===== src/rtl/lc3_pkg.sv =====
// ---------------------------------------------------------------------------
// lc3_pkg
// Shared types and constants for the LC-3 style SRAM access controller.
//   mem_state_t    : controller state encoding
//   IO_ADDR        : word address that maps to the switch/hex I/O port
//   mem_strobes_t  : bundle of active-low SRAM strobes plus bus drive enable
//   decode_strobes : combinational strobe decode from state and direction
// ---------------------------------------------------------------------------
package lc3_pkg;

    typedef enum logic [2:0] {
        IDLE,
        SETUP,
        ACCESS,
        HOLD,
        DONE
    } mem_state_t;

    localparam logic [15:0] IO_ADDR = 16'hFFFF;

    typedef struct packed {
        logic ce;
        logic ub;
        logic lb;
        logic oe;
        logic we;
        logic drive_en;
    } mem_strobes_t;

    // rw: 1 = write, 0 = read. io_sel masks every SRAM strobe so the I/O
    // port transfer never touches the memory chip.
    function automatic mem_strobes_t decode_strobes(input mem_state_t st,
                                                    input logic       rw,
                                                    input logic       io_sel);
        mem_strobes_t s;
        s = '{ce: 1'b1, ub: 1'b1, lb: 1'b1, oe: 1'b1, we: 1'b1, drive_en: 1'b0};
        unique case (st)
            SETUP: begin
                s.ce       = 1'b0;
                s.ub       = 1'b0;
                s.lb       = 1'b0;
                s.oe       = rw;
                s.drive_en = rw;
            end
            ACCESS: begin
                s.ce       = 1'b0;
                s.ub       = 1'b0;
                s.lb       = 1'b0;
                s.oe       = rw;
                s.we       = ~rw;
                s.drive_en = rw;
            end
            HOLD: begin
                // Only writes reach HOLD; gating with rw keeps the bus
                // undriven for reads even if the state were ever corrupted.
                s.ce       = 1'b0;
                s.ub       = 1'b0;
                s.lb       = 1'b0;
                s.drive_en = rw;
            end
            default: ;
        endcase
        if (io_sel) begin
            s.ce = 1'b1;
            s.ub = 1'b1;
            s.lb = 1'b1;
            s.oe = 1'b1;
            s.we = 1'b1;
        end
        return s;
    endfunction

endpackage


===== src/rtl/mem_access_ctrl.sv =====
// ---------------------------------------------------------------------------
// mem_access_ctrl
// Sequences one CPU word transfer to an asynchronous SRAM:
// IDLE -> SETUP -> ACCESS x WAIT_CYCLES -> (HOLD, writes only) -> DONE.
//
// Ports
//   Clk, Reset (async, active-low)
//   Req, R_W, Addr, Wr_Data     : CPU request, sampled only in IDLE
//   Rd_Data, Ready, Busy        : read result, completion pulse, busy flag
//   SRAM_ADDR, Mem_CE/UB/LB/OE/WE : SRAM address and active-low strobes
//   Data_Out, Data_In, Drive_En : external tristate bus buffer
//   Switches, Hex_Data          : only when MEM_IO_MAP_EN is defined
//
// Build option: define MEM_IO_MAP_EN to map Addr 16'hFFFF onto the
// Switches input (reads) and the Hex_Data register (writes).
// ---------------------------------------------------------------------------
module mem_access_ctrl
    import lc3_pkg::*;
#(
    parameter int WAIT_CYCLES = 2
)
(
    input  logic        Clk,
    input  logic        Reset,
    input  logic        Req,
    input  logic        R_W,
    input  logic [15:0] Addr,
    input  logic [15:0] Wr_Data,
    output logic [15:0] Rd_Data,
    output logic        Ready,
    output logic        Busy,
    output logic [19:0] SRAM_ADDR,
    output logic        Mem_CE,
    output logic        Mem_UB,
    output logic        Mem_LB,
    output logic        Mem_OE,
    output logic        Mem_WE,
    output logic [15:0] Data_Out,
    input  logic [15:0] Data_In,
    output logic        Drive_En
`ifdef MEM_IO_MAP_EN
    ,
    input  logic [15:0] Switches,
    output logic [15:0] Hex_Data
`endif
);

    localparam logic [3:0] CNT_LOAD = 4'(WAIT_CYCLES);

    mem_state_t   state_q;
    logic [15:0]  addr_q;
    logic [15:0]  wdata_q;
    logic         rw_q;
    logic [3:0]   cnt_q;
    logic [15:0]  rd_data_q;
    logic         ready_q;
    logic         busy_q;
    logic         io_sel;
    logic [15:0]  rd_src;
    mem_strobes_t strb;

`ifdef MEM_IO_MAP_EN
    logic [15:0] hex_q;

    assign io_sel = (addr_q == IO_ADDR);
    assign rd_src = io_sel ? Switches : Data_In;

    always_ff @(posedge Clk or negedge Reset) begin
        if (!Reset) begin
            hex_q <= 16'h0000;
        end else if (state_q == HOLD && io_sel) begin
            hex_q <= wdata_q;
        end
    end

    assign Hex_Data = hex_q;
`else
    assign io_sel = 1'b0;
    assign rd_src = Data_In;
`endif

    always_ff @(posedge Clk or negedge Reset) begin
        if (!Reset) begin
            state_q   <= IDLE;
            addr_q    <= 16'h0000;
            wdata_q   <= 16'h0000;
            rw_q      <= 1'b0;
            cnt_q     <= 4'd0;
            rd_data_q <= 16'h0000;
            ready_q   <= 1'b0;
            busy_q    <= 1'b0;
        end else begin
            ready_q <= 1'b0;
            unique case (state_q)
                IDLE: begin
                    if (Req) begin
                        addr_q  <= Addr;
                        wdata_q <= Wr_Data;
                        rw_q    <= R_W;
                        cnt_q   <= CNT_LOAD;
                        busy_q  <= 1'b1;
                        state_q <= SETUP;
                    end
                end
                SETUP: begin
                    state_q <= ACCESS;
                end
                ACCESS: begin
                    cnt_q <= cnt_q - 4'd1;
                    // cnt_q == 1 marks the final ACCESS cycle.
                    if (cnt_q == 4'd1) begin
                        if (rw_q) begin
                            state_q <= HOLD;
                        end else begin
                            rd_data_q <= rd_src;
                            ready_q   <= 1'b1;
                            state_q   <= DONE;
                        end
                    end
                end
                HOLD: begin
                    ready_q <= 1'b1;
                    state_q <= DONE;
                end
                DONE: begin
                    busy_q  <= 1'b0;
                    state_q <= IDLE;
                end
                default: begin
                    busy_q  <= 1'b0;
                    state_q <= IDLE;
                end
            endcase
        end
    end

    assign strb = decode_strobes(state_q, rw_q, io_sel);

    assign Mem_CE    = strb.ce;
    assign Mem_UB    = strb.ub;
    assign Mem_LB    = strb.lb;
    assign Mem_OE    = strb.oe;
    assign Mem_WE    = strb.we;
    assign Drive_En  = strb.drive_en;
    assign SRAM_ADDR = {4'h0, addr_q};
    assign Data_Out  = wdata_q;
    assign Rd_Data   = rd_data_q;
    assign Ready     = ready_q;
    assign Busy      = busy_q;

endmodule

===== config.mk =====
export PLATFORM = sky130hd
export DESIGN_NAME = mem_access_ctrl
export DESIGN_NICKNAME = d
export VERILOG_FILES = /design/src/rtl/lc3_pkg.sv /design/src/rtl/mem_access_ctrl.sv
export SDC_FILE = /design/constraint.sdc
export NUM_CORES = 1
export LEC_CHECK = 0
export ABC_AREA = 1
export CAP_MARGIN = 10
export CORE_MARGIN = 8
export CORE_UTILIZATION = 25
export DETAILED_ROUTE_END_ITERATION = 10
export SYNTH_ARGS = -nofsm -noshare
export SYNTH_HDL_FRONTEND = slang
export SYNTH_SLANG_ARGS = --single-unit

===== constraint.sdc =====
create_clock -name Clk -period 1.2 [get_ports Clk]
set_input_delay 0.12 -clock Clk [delete_from_list [all_inputs] [get_ports Clk]]
set_output_delay 0.12 -clock Clk [all_outputs]
set_load 0.02 [all_outputs]

==> impl_metrics.py <==
metrics = {
    "status": {
        "status": "finished, violations left",
        "violations": "negative setup slack",
    },
    "placement": {
        "gp_congestion": 0.720,
        "dp_hpwl_um": 5050,
        "io_buffer_count": 107,
    },
    "synthesis": {
        "ys.flop_type": "dfrtp_1",
        "ys_ff_latch": 58,
        "synth_cell_types": 22,
        "ys_warn_count": 0,
        "synth_most_common_cell": "nand2_1",
        "synth.area.top_cells": "dfrtp_1, nand2_1, buf_6, buf_4, nand3_4",
        "netlist_top_cells_count": "nand2_1, dfrtp_1, inv_1",
        "synth_cells": 273,
        "ys_seq_area_frac": 0.599,
        "synth_top_area_cell": "dfrtp_1",
        "synth_area_um2": 2420,
        "async_reset_ff_frac": 1.00,
        "syn-mean-instance-area_um2": 8.87,
        "yosysTopAreaCellShare": 0.599,
        "synth_edf_count": 0,
    },
    "floorplanning": {
        "die_area_um2": 13100,
        "io_pins": 112,
        "initial_utilization": 0.252,
        "die_h_um": 114,
        "core_area_um2": 9590,
        "die_w_um": 114,
        "rows": 36,
    },
    "grt": {
        "grt_use_total": 0.112,
        "grtUsageMet3": 0.0485,
        "grt.overflow.total": 0,
        "grt_max_degree": 59,
        "busiest_layer": "met2",
        "met2_usage": 0.181,
        "grt_pass1_vias": 2268,
        "grt_pass1_wl_um": 11500,
        "use_met1": 0.131,
        "antenna_found_initial": 0,
    },
    "worst_setup_path": {
        "cp_top_family": "buffers and inverters",
        "max_stage_delay_ps": 450,
        "critPathMostFrequentCell": "buf_6",
        "cp_max_fo": 6,
        "crit_slowest_cell": "dfrtp_2",
        "timing.rr.start": "state_q[0]",
        "start_kind": "flip-flop",
        "critical_path.startpoint": "state_q[0]",
        "cp_data_required_time_ps": 1460,
        "crit_buf_inv": 4,
        "worst_setup_path_end_kind": "flip-flop",
        "crit_type": "flip-flop to flip-flop",
        "reg2reg_depth": 8,
        "rr_endpoint": "addr_q[9]",
        "cp_cell_sequence": "buf_6, nor2_4, nand3_4, clkinv_4, buf_6, buf_8, nand2_2, nand2_1",
        "cp.arrival_ps": 1620,
        "rrSetupSlack_ps": -160,
    },
    "cells_and_area": {
        "n_antenna_cell": 0,
        "layout-drive-gt1-share": 0.266,
        "nFillCells": 956,
        "fin_nets": 463,
        "syn2layout_area_growth_pct": 75.1,
    },
    "cts": {
        "cts_buffer_depth": 2,
        "numCtsBuffers": 9,
        "clock-sinks": 58,
        "cts_tree": "built",
        "clock_latency_ps": 330,
        "cts_root_buf": "clkbuf_8",
        "clk_pin_slew_ps": 60,
        "htreeDepth": 3,
    },
    "worst_hold_path": {
        "hp-class": "input port to asynchronous set/reset pin",
    },
    "sta": {
        "setup_ws_ps": -163,
        "min_period_over_period": 1.14,
        "rsz0062_at_grt": "yes",
        "finalHoldViolCount": 0,
        "setup_viol": 61,
        "fin_skew_ps": 10.2,
        "slew_viol_final": 0,
        "finalCriticalPeriod_ps": 1360,
        "fmax_mhz": 733,
        "finalSetupTns_ps": -6070,
    },
    "power": {
        "power.total_mw": 10.6,
        "power_density_nw_per_um2": 2500,
        "p_leak_nw": 2.09,
        "vdd_drop_max_uv": 940,
    },
    "detailed_routing": {
        "wl_per_cell_um": 13.5,
        "viasPerCell": 4.01,
        "dr.pass1.iters": 4,
        "routed_wl_um": 7350,
        "via_count": 2187,
        "drcViolationCount": 0,
        "drtIter0Drc": 65,
        "ant_nets": 0,
    },
    "flow_run": {
        "maxCapViolCount": 0,
    },
}
[worst max path at each step]
stage                  end  depth (start not counted)
6_report         addr_q[9]                          8
5_1_grt             Mem_OE                          6
4_1_cts             Mem_OE                          6
3_5_place_dp        Mem_LB                          2
3_3_place_gp        Mem_OE                          5
2_1_floorplan  Rd_Data[10]                          8
[registers in the layout, summed over array words and instances, names as in the netlist]
signal,cells
state_q,3
Data_Out,16
Ready,1
addr_q,16
rw_q,1
Rd_Data,16
cnt_q,4
Busy,1
[where the power goes]
part           total [mW]  internal, mW  leakage (nW)  switching, mW
clock network        1.59         0.841        0.0920          0.746
logic                5.65          2.51          1.32           3.14
registers            3.34          2.82         0.680          0.522
[repair_timing]
action                     4_1_cts  5_1_grt
pin swaps                        4       20
gates resized for setup         98       95
buffers inserted                 5        7
cloned                           2        1
setup endpoints to repair      111       97
hold endpoints to repair        58        0
hold buffers                     1        0
[kinds of logic (layout without fill, tap and decap cells)]
logic type      count (synthesis)  count (layout)  synth area share
xor+xnor                        1               1           0.00362
flops                          58              58             0.599
fa+ha+maj                       2               2            0.0103
compound gates                  7               7            0.0160
simple gates                  178             178             0.301
buf+inv                        26             163            0.0687
other cells                     1               4           0.00155
[layer usage]
metal,up-vias,part of all wire
met5,-,0
li1,1091,-
met3,6,0.056
met4,0,0.0060
met2,51,0.50
met1,1039,0.43
[worst register-to-register path, stage by stage, from the launching register on]
cell,delay [ps]
dfrtp_2,450
buf_6,140
nor2_4,140
nand3_4,140
clkinv_4,110
buf_6,110
buf_8,130
nand2_2,50
nand2_1,50
[stage by stage]
| stage | setup WS (ps) | util | instances | instance area [um2] | hold slack, ps |
|---|---|---|---|---|---|
| 2_1_floorplan | -17.3 | - | 276 | 2470 | -176 |
| 5_1_grt | -233 | 0.442 | 546 | 4240 | 303 |
| 3_5_place_dp | -253 | 0.390 | 516 | 3740 | 155 |
| 6_report | -163 | 0.442 | 546 | 4240 | 315 |
| 3_3_place_gp | -238 | 0.390 | 516 | 3740 | 154 |
| 4_1_cts | -212 | 0.416 | 539 | 3990 | 299 |
[final cells by class]
type,count,area (um2),share of cell area
clock buffer,12,155,0.0366
clock inverter,3,15.0,0.00354
tap,133,166,0.0392
timing repair buffer,136,1370,0.324
inverter,12,57.6,0.0136
sequential,58,1450,0.343
multi-input combinational,192,1020,0.240
[cells in the final DEF (no fill, tap or decap), types with 2 or more instances in the layout]
master	netlist	final
buf_12	0	5
nor2_4	1	3
buf_4	6	13
clkdlybuf4s15_1	0	31
buf_6	5	13
inv_1	9	5
buf_2	3	2
clkdlybuf4s50_1	0	50
dfrtp_1	58	56
dfrtp_2	0	2
clkbuf_8	0	11
clkbuf_2	0	2
nand3_1	6	4
conb_1	1	4
o21ai_0	4	2
nand2_1	161	121
dlygate4sd2_1	0	17
nand3_4	2	3
nand2_4	1	8
clkinv_2	0	3
nand4_1	3	3
nand2_2	0	32
nor2_1	3	2
inv_2	1	4
No activity file was read; power rests on OpenSTA's default activity.
